**src/rtl/reg_wr_arbiter_if.sv**
```systemverilog
// reg_wr_arbiter_if: requester handshake and register-bank write bus for reg_wr_arbiter.
interface reg_wr_arbiter_if #(
    parameter int NUM_REQ = 4,
    parameter int DATA_W  = 8,
    parameter int ADDR_W  = 3
);
    localparam int SRC_W = $clog2(NUM_REQ);
    logic [NUM_REQ-1:0]        req_valid;
    logic [NUM_REQ-1:0]        req_lock;
    logic [NUM_REQ*ADDR_W-1:0] req_addr;
    logic [NUM_REQ*DATA_W-1:0] req_data;
    logic [NUM_REQ-1:0]        req_ready;
    logic                      wr_en;
    logic [ADDR_W-1:0]         wr_addr;
    logic [DATA_W-1:0]         wr_data;
    logic [SRC_W-1:0]          wr_src;
    logic                      locked;
    modport master (
        output req_valid, req_lock, req_addr, req_data,
        input  req_ready, wr_en, wr_addr, wr_data, wr_src, locked
    );
    modport slave (
        input  req_valid, req_lock, req_addr, req_data,
        output req_ready, wr_en, wr_addr, wr_data, wr_src, locked
    );
endinterface

```
**src/rtl/reg_wr_arbiter.sv**
```systemverilog
// reg_wr_arbiter: round-robin arbiter with bounded burst lock for the register-bank write port.
// Optional conflict counter enabled by defining REG_WR_ARB_PERF_EN.
module reg_wr_arbiter #(
    parameter int NUM_REQ   = 4,
    parameter int DATA_W    = 8,
    parameter int ADDR_W    = 3,
    parameter int MAX_BURST = 4
) (
    input  logic             clk,
    input  logic             rstn,
`ifdef REG_WR_ARB_PERF_EN
    output logic [15:0]      conflict_cnt,
`endif
    reg_wr_arbiter_if.slave  bus
);
    localparam int SRC_W = $clog2(NUM_REQ);
    localparam int BW    = $clog2(MAX_BURST + 1);

    typedef enum logic {ARB, LOCK} state_t;

    state_t            state_q, state_d;
    logic [SRC_W-1:0]  ptr_q, ptr_d, owner_q, owner_d, win, sel;
    logic [BW-1:0]     burst_q, burst_d;
    logic              wr_en_q, wr_en_d, any, acc, last;
    logic [ADDR_W-1:0] wr_addr_q, wr_addr_d;
    logic [DATA_W-1:0] wr_data_q, wr_data_d;
    logic [SRC_W-1:0]  wr_src_q, wr_src_d;

    function automatic logic [SRC_W-1:0] nxt(input logic [SRC_W-1:0] i);
        return (int'(i) == NUM_REQ - 1) ? '0 : i + 1'b1;
    endfunction

    always_comb begin
        win = ptr_q;
        any = 1'b0;
        for (int k = 0; k < NUM_REQ; k++) begin
            if (!any && bus.req_valid[(int'(ptr_q) + k) % NUM_REQ]) begin
                any = 1'b1;
                win = SRC_W'((int'(ptr_q) + k) % NUM_REQ);
            end
        end
    end

    always_comb begin
        state_d = state_q;
        ptr_d   = ptr_q;
        owner_d = owner_q;
        burst_d = burst_q;
        sel     = (state_q == ARB) ? win : owner_q;
        acc     = (state_q == ARB) ? any : bus.req_valid[owner_q];
        last    = !bus.req_lock[owner_q] || (int'(burst_q) + 1 >= MAX_BURST);
        if (state_q == ARB) begin
            if (any && bus.req_lock[win]) begin
                state_d = LOCK;
                owner_d = win;
                burst_d = BW'(1);
            end else if (any) begin
                ptr_d = nxt(win);
            end
        end else if (acc && !last) begin
            burst_d = burst_q + 1'b1;
        end else begin
            // final beat or owner went idle: release so others are not starved
            state_d = ARB;
            ptr_d   = nxt(owner_q);
        end
        wr_en_d   = acc;
        wr_addr_d = acc ? bus.req_addr[int'(sel)*ADDR_W +: ADDR_W] : wr_addr_q;
        wr_data_d = acc ? bus.req_data[int'(sel)*DATA_W +: DATA_W] : wr_data_q;
        wr_src_d  = acc ? sel : wr_src_q;
    end

    always_ff @(posedge clk or negedge rstn) begin
        if (!rstn) begin
            state_q   <= ARB;
            ptr_q     <= '0;
            owner_q   <= '0;
            burst_q   <= '0;
            wr_en_q   <= 1'b0;
            wr_addr_q <= '0;
            wr_data_q <= '0;
            wr_src_q  <= '0;
        end else begin
            state_q   <= state_d;
            ptr_q     <= ptr_d;
            owner_q   <= owner_d;
            burst_q   <= burst_d;
            wr_en_q   <= wr_en_d;
            wr_addr_q <= wr_addr_d;
            wr_data_q <= wr_data_d;
            wr_src_q  <= wr_src_d;
        end
    end

    // ready is forced low while reset is held so nothing is granted mid-reset
    assign bus.req_ready = (acc && rstn) ? NUM_REQ'(1) << sel : '0;
    assign bus.wr_en     = wr_en_q;
    assign bus.wr_addr   = wr_addr_q;
    assign bus.wr_data   = wr_data_q;
    assign bus.wr_src    = wr_src_q;
    assign bus.locked    = (state_q == LOCK);

`ifdef REG_WR_ARB_PERF_EN
    logic [15:0] cnt_q, cnt_d;
    logic        conflict;

    always_comb begin
        conflict = (state_q == ARB) ? ($countones(bus.req_valid) > 1)
                                    : |(bus.req_valid & ~(NUM_REQ'(1) << owner_q));
        cnt_d    = (conflict && cnt_q != 16'hFFFF) ? cnt_q + 16'd1 : cnt_q;
    end

    always_ff @(posedge clk or negedge rstn) begin
        if (!rstn) cnt_q <= '0;
        else       cnt_q <= cnt_d;
    end

    assign conflict_cnt = cnt_q;
`endif
endmodule

```
**src/flat_wrapper.sv**
```systemverilog
// flat-port wrapper written by rule: the top's interface ports become plain ports
module reg_wr_arbiter_flat 
#(
    parameter int NUM_REQ   = 4,
    parameter int DATA_W    = 8,
    parameter int ADDR_W    = 3,
    parameter int MAX_BURST = 4
)
  (clk, rstn, bus_req_valid, bus_req_lock, bus_req_addr, bus_req_data, bus_req_ready, bus_wr_en, bus_wr_addr, bus_wr_data, bus_wr_src, bus_locked);
  reg_wr_arbiter_if #(.NUM_REQ(NUM_REQ), .DATA_W(DATA_W), .ADDR_W(ADDR_W)) bus_i ();
  input  logic clk;
  input  logic rstn;
  input wire logic [$bits(bus_i.req_valid)-1:0] bus_req_valid;
  input wire logic [$bits(bus_i.req_lock)-1:0] bus_req_lock;
  input wire logic [$bits(bus_i.req_addr)-1:0] bus_req_addr;
  input wire logic [$bits(bus_i.req_data)-1:0] bus_req_data;
  output wire logic [$bits(bus_i.req_ready)-1:0] bus_req_ready;
  output wire logic [$bits(bus_i.wr_en)-1:0] bus_wr_en;
  output wire logic [$bits(bus_i.wr_addr)-1:0] bus_wr_addr;
  output wire logic [$bits(bus_i.wr_data)-1:0] bus_wr_data;
  output wire logic [$bits(bus_i.wr_src)-1:0] bus_wr_src;
  output wire logic [$bits(bus_i.locked)-1:0] bus_locked;
  assign bus_i.req_valid = bus_req_valid;
  assign bus_i.req_lock = bus_req_lock;
  assign bus_i.req_addr = bus_req_addr;
  assign bus_i.req_data = bus_req_data;
  assign bus_req_ready = bus_i.req_ready;
  assign bus_wr_en = bus_i.wr_en;
  assign bus_wr_addr = bus_i.wr_addr;
  assign bus_wr_data = bus_i.wr_data;
  assign bus_wr_src = bus_i.wr_src;
  assign bus_locked = bus_i.locked;
  reg_wr_arbiter #(.NUM_REQ(NUM_REQ), .DATA_W(DATA_W), .ADDR_W(ADDR_W), .MAX_BURST(MAX_BURST)) u_core (.clk(clk), .rstn(rstn), .bus(bus_i));
endmodule
```
**config.mk**
```make
export PLATFORM = sky130hd
export DESIGN_NAME = reg_wr_arbiter_flat
export DESIGN_NICKNAME = d
export VERILOG_FILES = /design/src/rtl/reg_wr_arbiter_if.sv /design/src/rtl/reg_wr_arbiter.sv /design/src/flat_wrapper.sv
export SDC_FILE = /design/constraint.sdc
export NUM_CORES = 1
export LEC_CHECK = 0
export CORE_ASPECT_RATIO = 1.2
export CORE_UTILIZATION = 30
export CTS_CLUSTER_SIZE = 20
export DETAILED_ROUTE_END_ITERATION = 10
export HOLD_SLACK_MARGIN = 0.12
export SLEW_MARGIN = 20
export SYNTH_ARGS = -nofsm -noshare
export SYNTH_HDL_FRONTEND = slang
export SYNTH_SLANG_ARGS = --single-unit
```
**constraint.sdc**
```tcl
create_clock -name clk -period 8 [get_ports clk]
set_clock_uncertainty 0.1 [all_clocks]
set_input_delay 2 -clock clk [delete_from_list [all_inputs] [get_ports clk]]
set_output_delay 2 -clock clk [all_outputs]
set_load 0.005 [all_outputs]
```
==> out/qor.csv <==
stage,metric,value,unit
outcome,status,"finished, final reports clean",
placement,hpwl,4375,um
floorplanning,coreArea,6051,um2
detailed_routing,drt_iter0_drc,157,
placement,io_buffers,72,
worst_setup_path,critPathKind,in -> out,
placement,gp_congestion,0.8186,
synth,synth.most_common_cell,nor2_1,
synth,ys.flop_type,dfrtp_1,
layout,drive_above_1_share,7.047,%
synth,synthArstFlopShare,100.0,%
cts,cts_hold_buf,0,
floorplanning,die-width,74.59,um
floorplanning,die-area,6646,um2
synth,ys_ff_latch,22,
timing,worstMarginPinSlew,0.7876,ns
layout,syn2layout_area_growth,42.41,%
power,intPower,484.4,uW
synth,synth.area.top_cells,"dfrtp_1, a21oi_1, nor2_1",
synth,postSynthCellCount,236,
detailed_routing,detail-route-antenna-nets,0,
synth,seq_area_frac_synth,29.02,%
cts,ctsRootBufferMaster,clkbuf_8,
min_path,holdCritPathClass,reg -> reg,
detailed_routing,vias,2065,
global_routing,grt_overflow,0,
global_routing,antenna_found_initial,0,
global_routing,track_usage,19.15,%
layout,final_util,44.64,%
synth,syn_nets,293,
cts,cts.path.max_buffers,2,
cts,clock_latency,0.26,ns
detailed_routing,viasPerCell,5.434,
worst_setup_path,cp-end-kind,output port,
cts,post_cts_resized,0,
timing,finalHoldViolations,0,
synth,synthDistinctLibCells,48,
power,p_leak,1.045,nW
global_routing,grt_max_degree,32,
cts,htree_levels,1,
cts,cts_buffers,3,
global_routing,grt_pass1_wl,9804,um
timing,hold_ws,0.4115,ns
cts,cts_setup_buffers,0,
synth,synth.top_cell.area_share,29.02,%
power,ir_drop,144.0,uV
cts,clkSinkCount,22,
layout,n_fill_cell,629,
power,swShare,44.85,%
worst_setup_path,worstPathArrival,4.93,ns
floorplanning,die_y,89.11,um
power,pwr-share-clk,7.9,%
timing,drv_slew,0,
timing,post-route-min-period,7.029,ns
power,seq_power_share,26.0,%
cts,cts_tree,done,
synth,yosys.area.top_type,dfrtp_1,
detailed_routing,first_pass_iters,4,
floorplanning,initial_utilization,31.35,%
synth,synth_area,1897,um2
synth,synth_edf_count,0,
floorplanning,ioPinCount,73,
timing,fin_crit_sh,87.87,%
job,maxCapViolCount,0,
worst_setup_path,cp_max_fo,15,
timing,rsz0062_at_grt,no,
synth,synth_commonest_cells,"nor2_1, a21oi_1, dfrtp_1",
cts,cts.reportedPaths.clkPinSlew,0.07,ns
detailed_routing,routedWlPerCell,15.54,um
worst_setup_path,start_kind,primary input,
synth,avgSynthCellArea,8.037,um2
global_routing,grt_pass1_vias,2097,
timing,tns,0,ns
timing,slew_headroom,47.30,%
synth,yosysWarningCount,0,
power,power_frac_comb,66.1,%
floorplanning,placementRows,31,
power,power.density,325.1,nW/um2
timing,finalSetupViolations,0,
detailed_routing,routed_wl,5907,um
worst_setup_path,critPathRequiredTime,5.90,ns
timing,max_freq,142.3,MHz
layout,nets,357,
power,p_sw,393.9,uW
layout,diodes,0,
detailed_routing,drcViolationCount,0,
## critical path: stages
cell	delay, ns
clkdlybuf4s50_1	0.58
or3_1	0.41
o2111ai_1	0.12
and2_1	0.37
inv_2	0.22
nor3_2	0.46
nor2_1	0.10
nor2_1	0.14
clkdlybuf4s50_1	0.53
## state kept, by name, indices dropped and copies added, names as in the netlist
register	cells
u_core.owner_q	2
u_core.bus.wr_addr	3
u_core.bus.wr_data	8
u_core.burst_q	3
u_core.bus.wr_src	2
u_core.bus.locked	1
u_core.ptr_q	2
u_core.bus.wr_en	1
## layer usage
layer  part of all wire (%)  GRT usage [%]
met5                      0              0
met4                    2.1          8.062
met1                     43          24.78
met3                    5.9          2.480
met2                     49          31.86
## cell type report
cell class / instances / area [um2] / share of cell area (%)
multi-input combinational: 187 / 1219 / 45.11
inverter: 10 / 37.54 / 1.390
timing repair buffer: 76 / 750.7 / 27.79
tap: 82 / 102.6 / 3.798
clock buffer: 3 / 41.29 / 1.528
sequential: 22 / 550.5 / 20.38
## cells by family after synthesis
kind of cell / after synthesis / synth area share (%)
AOI/OAI and AO/OA: 83 / 29.09
and+or+nand+nor: 83 / 21.83
buffers and inverters: 27 / 6.729
DFF: 22 / 29.02
muxes: 18 / 11.35
adders and majority gates: 3 / 1.979
## power by group through the flow
| stage | Combinational, mW | Sequential, mW | Clock [mW] |
|---|---|---|---|
| floorplan | 0.398 | 0.204 | 0 |
| global placement | 0.576 | 0.232 | 0 |
| detailed placement | 0.577 | 0.231 | 0 |
| CTS | 0.582 | 0.229 | 0.0729 |
| global route | 0.645 | 0.238 | 0.0784 |
| finish | 0.581 | 0.228 | 0.0696 |
## placed cells by master (no fill, tap or decap), types with 8 or more instances in the layout
cell type	Yosys	layout
a22oi_1	11	11
dfrtp_1	22	22
o21ai_0	14	14
nand3_1	13	13
nor2_1	28	28
nand2_1	17	17
clkdlybuf4s50_1	0	72
mux2i_1	8	8
a21oi_1	23	23
## metrics by stage
stage | cells | power (mW) | area (um2) | setup slack, ns
2_1_floorplan | 236 | 0.6013 | 1897 | 2.326
3_3_place_gp | 377 | 0.8080 | 2660 | 1.107
3_5_place_dp | 377 | 0.8079 | 2660 | 1.019
4_1_cts | 380 | 0.8839 | 2701 | 1.016
5_1_grt | 380 | 0.9620 | 2701 | 0.8229
6_report | 380 | 0.8783 | 2701 | 0.9707
## path summary, 6_finish.rpt
kind | startpoint | depth (start not counted) | endpoint | slack, ns
max | bus_req_valid[3] | 9 | bus_req_ready[0] | 0.97
min | u_core.bus.wr_src[0]$_DFFE_PN0N_ | 2 | u_core.bus.wr_src[0]$_DFFE_PN0N_ | 0.41
max reg2reg | u_core.ptr_q[1]$_DFFE_PN0P_ | 8 | u_core.ptr_q[1]$_DFFE_PN0P_ | 5.46
min reg2reg | u_core.bus.wr_src[0]$_DFFE_PN0N_ | 2 | u_core.bus.wr_src[0]$_DFFE_PN0N_ | 0.41
max in group asynchronous | rstn | 2 | u_core.ptr_q[0]$_DFFE_PN0P_ | 5.56
min in group asynchronous | rstn | 2 | u_core.bus.wr_addr[0]$_DFFE_PN0N_ | 1.99
Power figures use the tool's default switching activity.
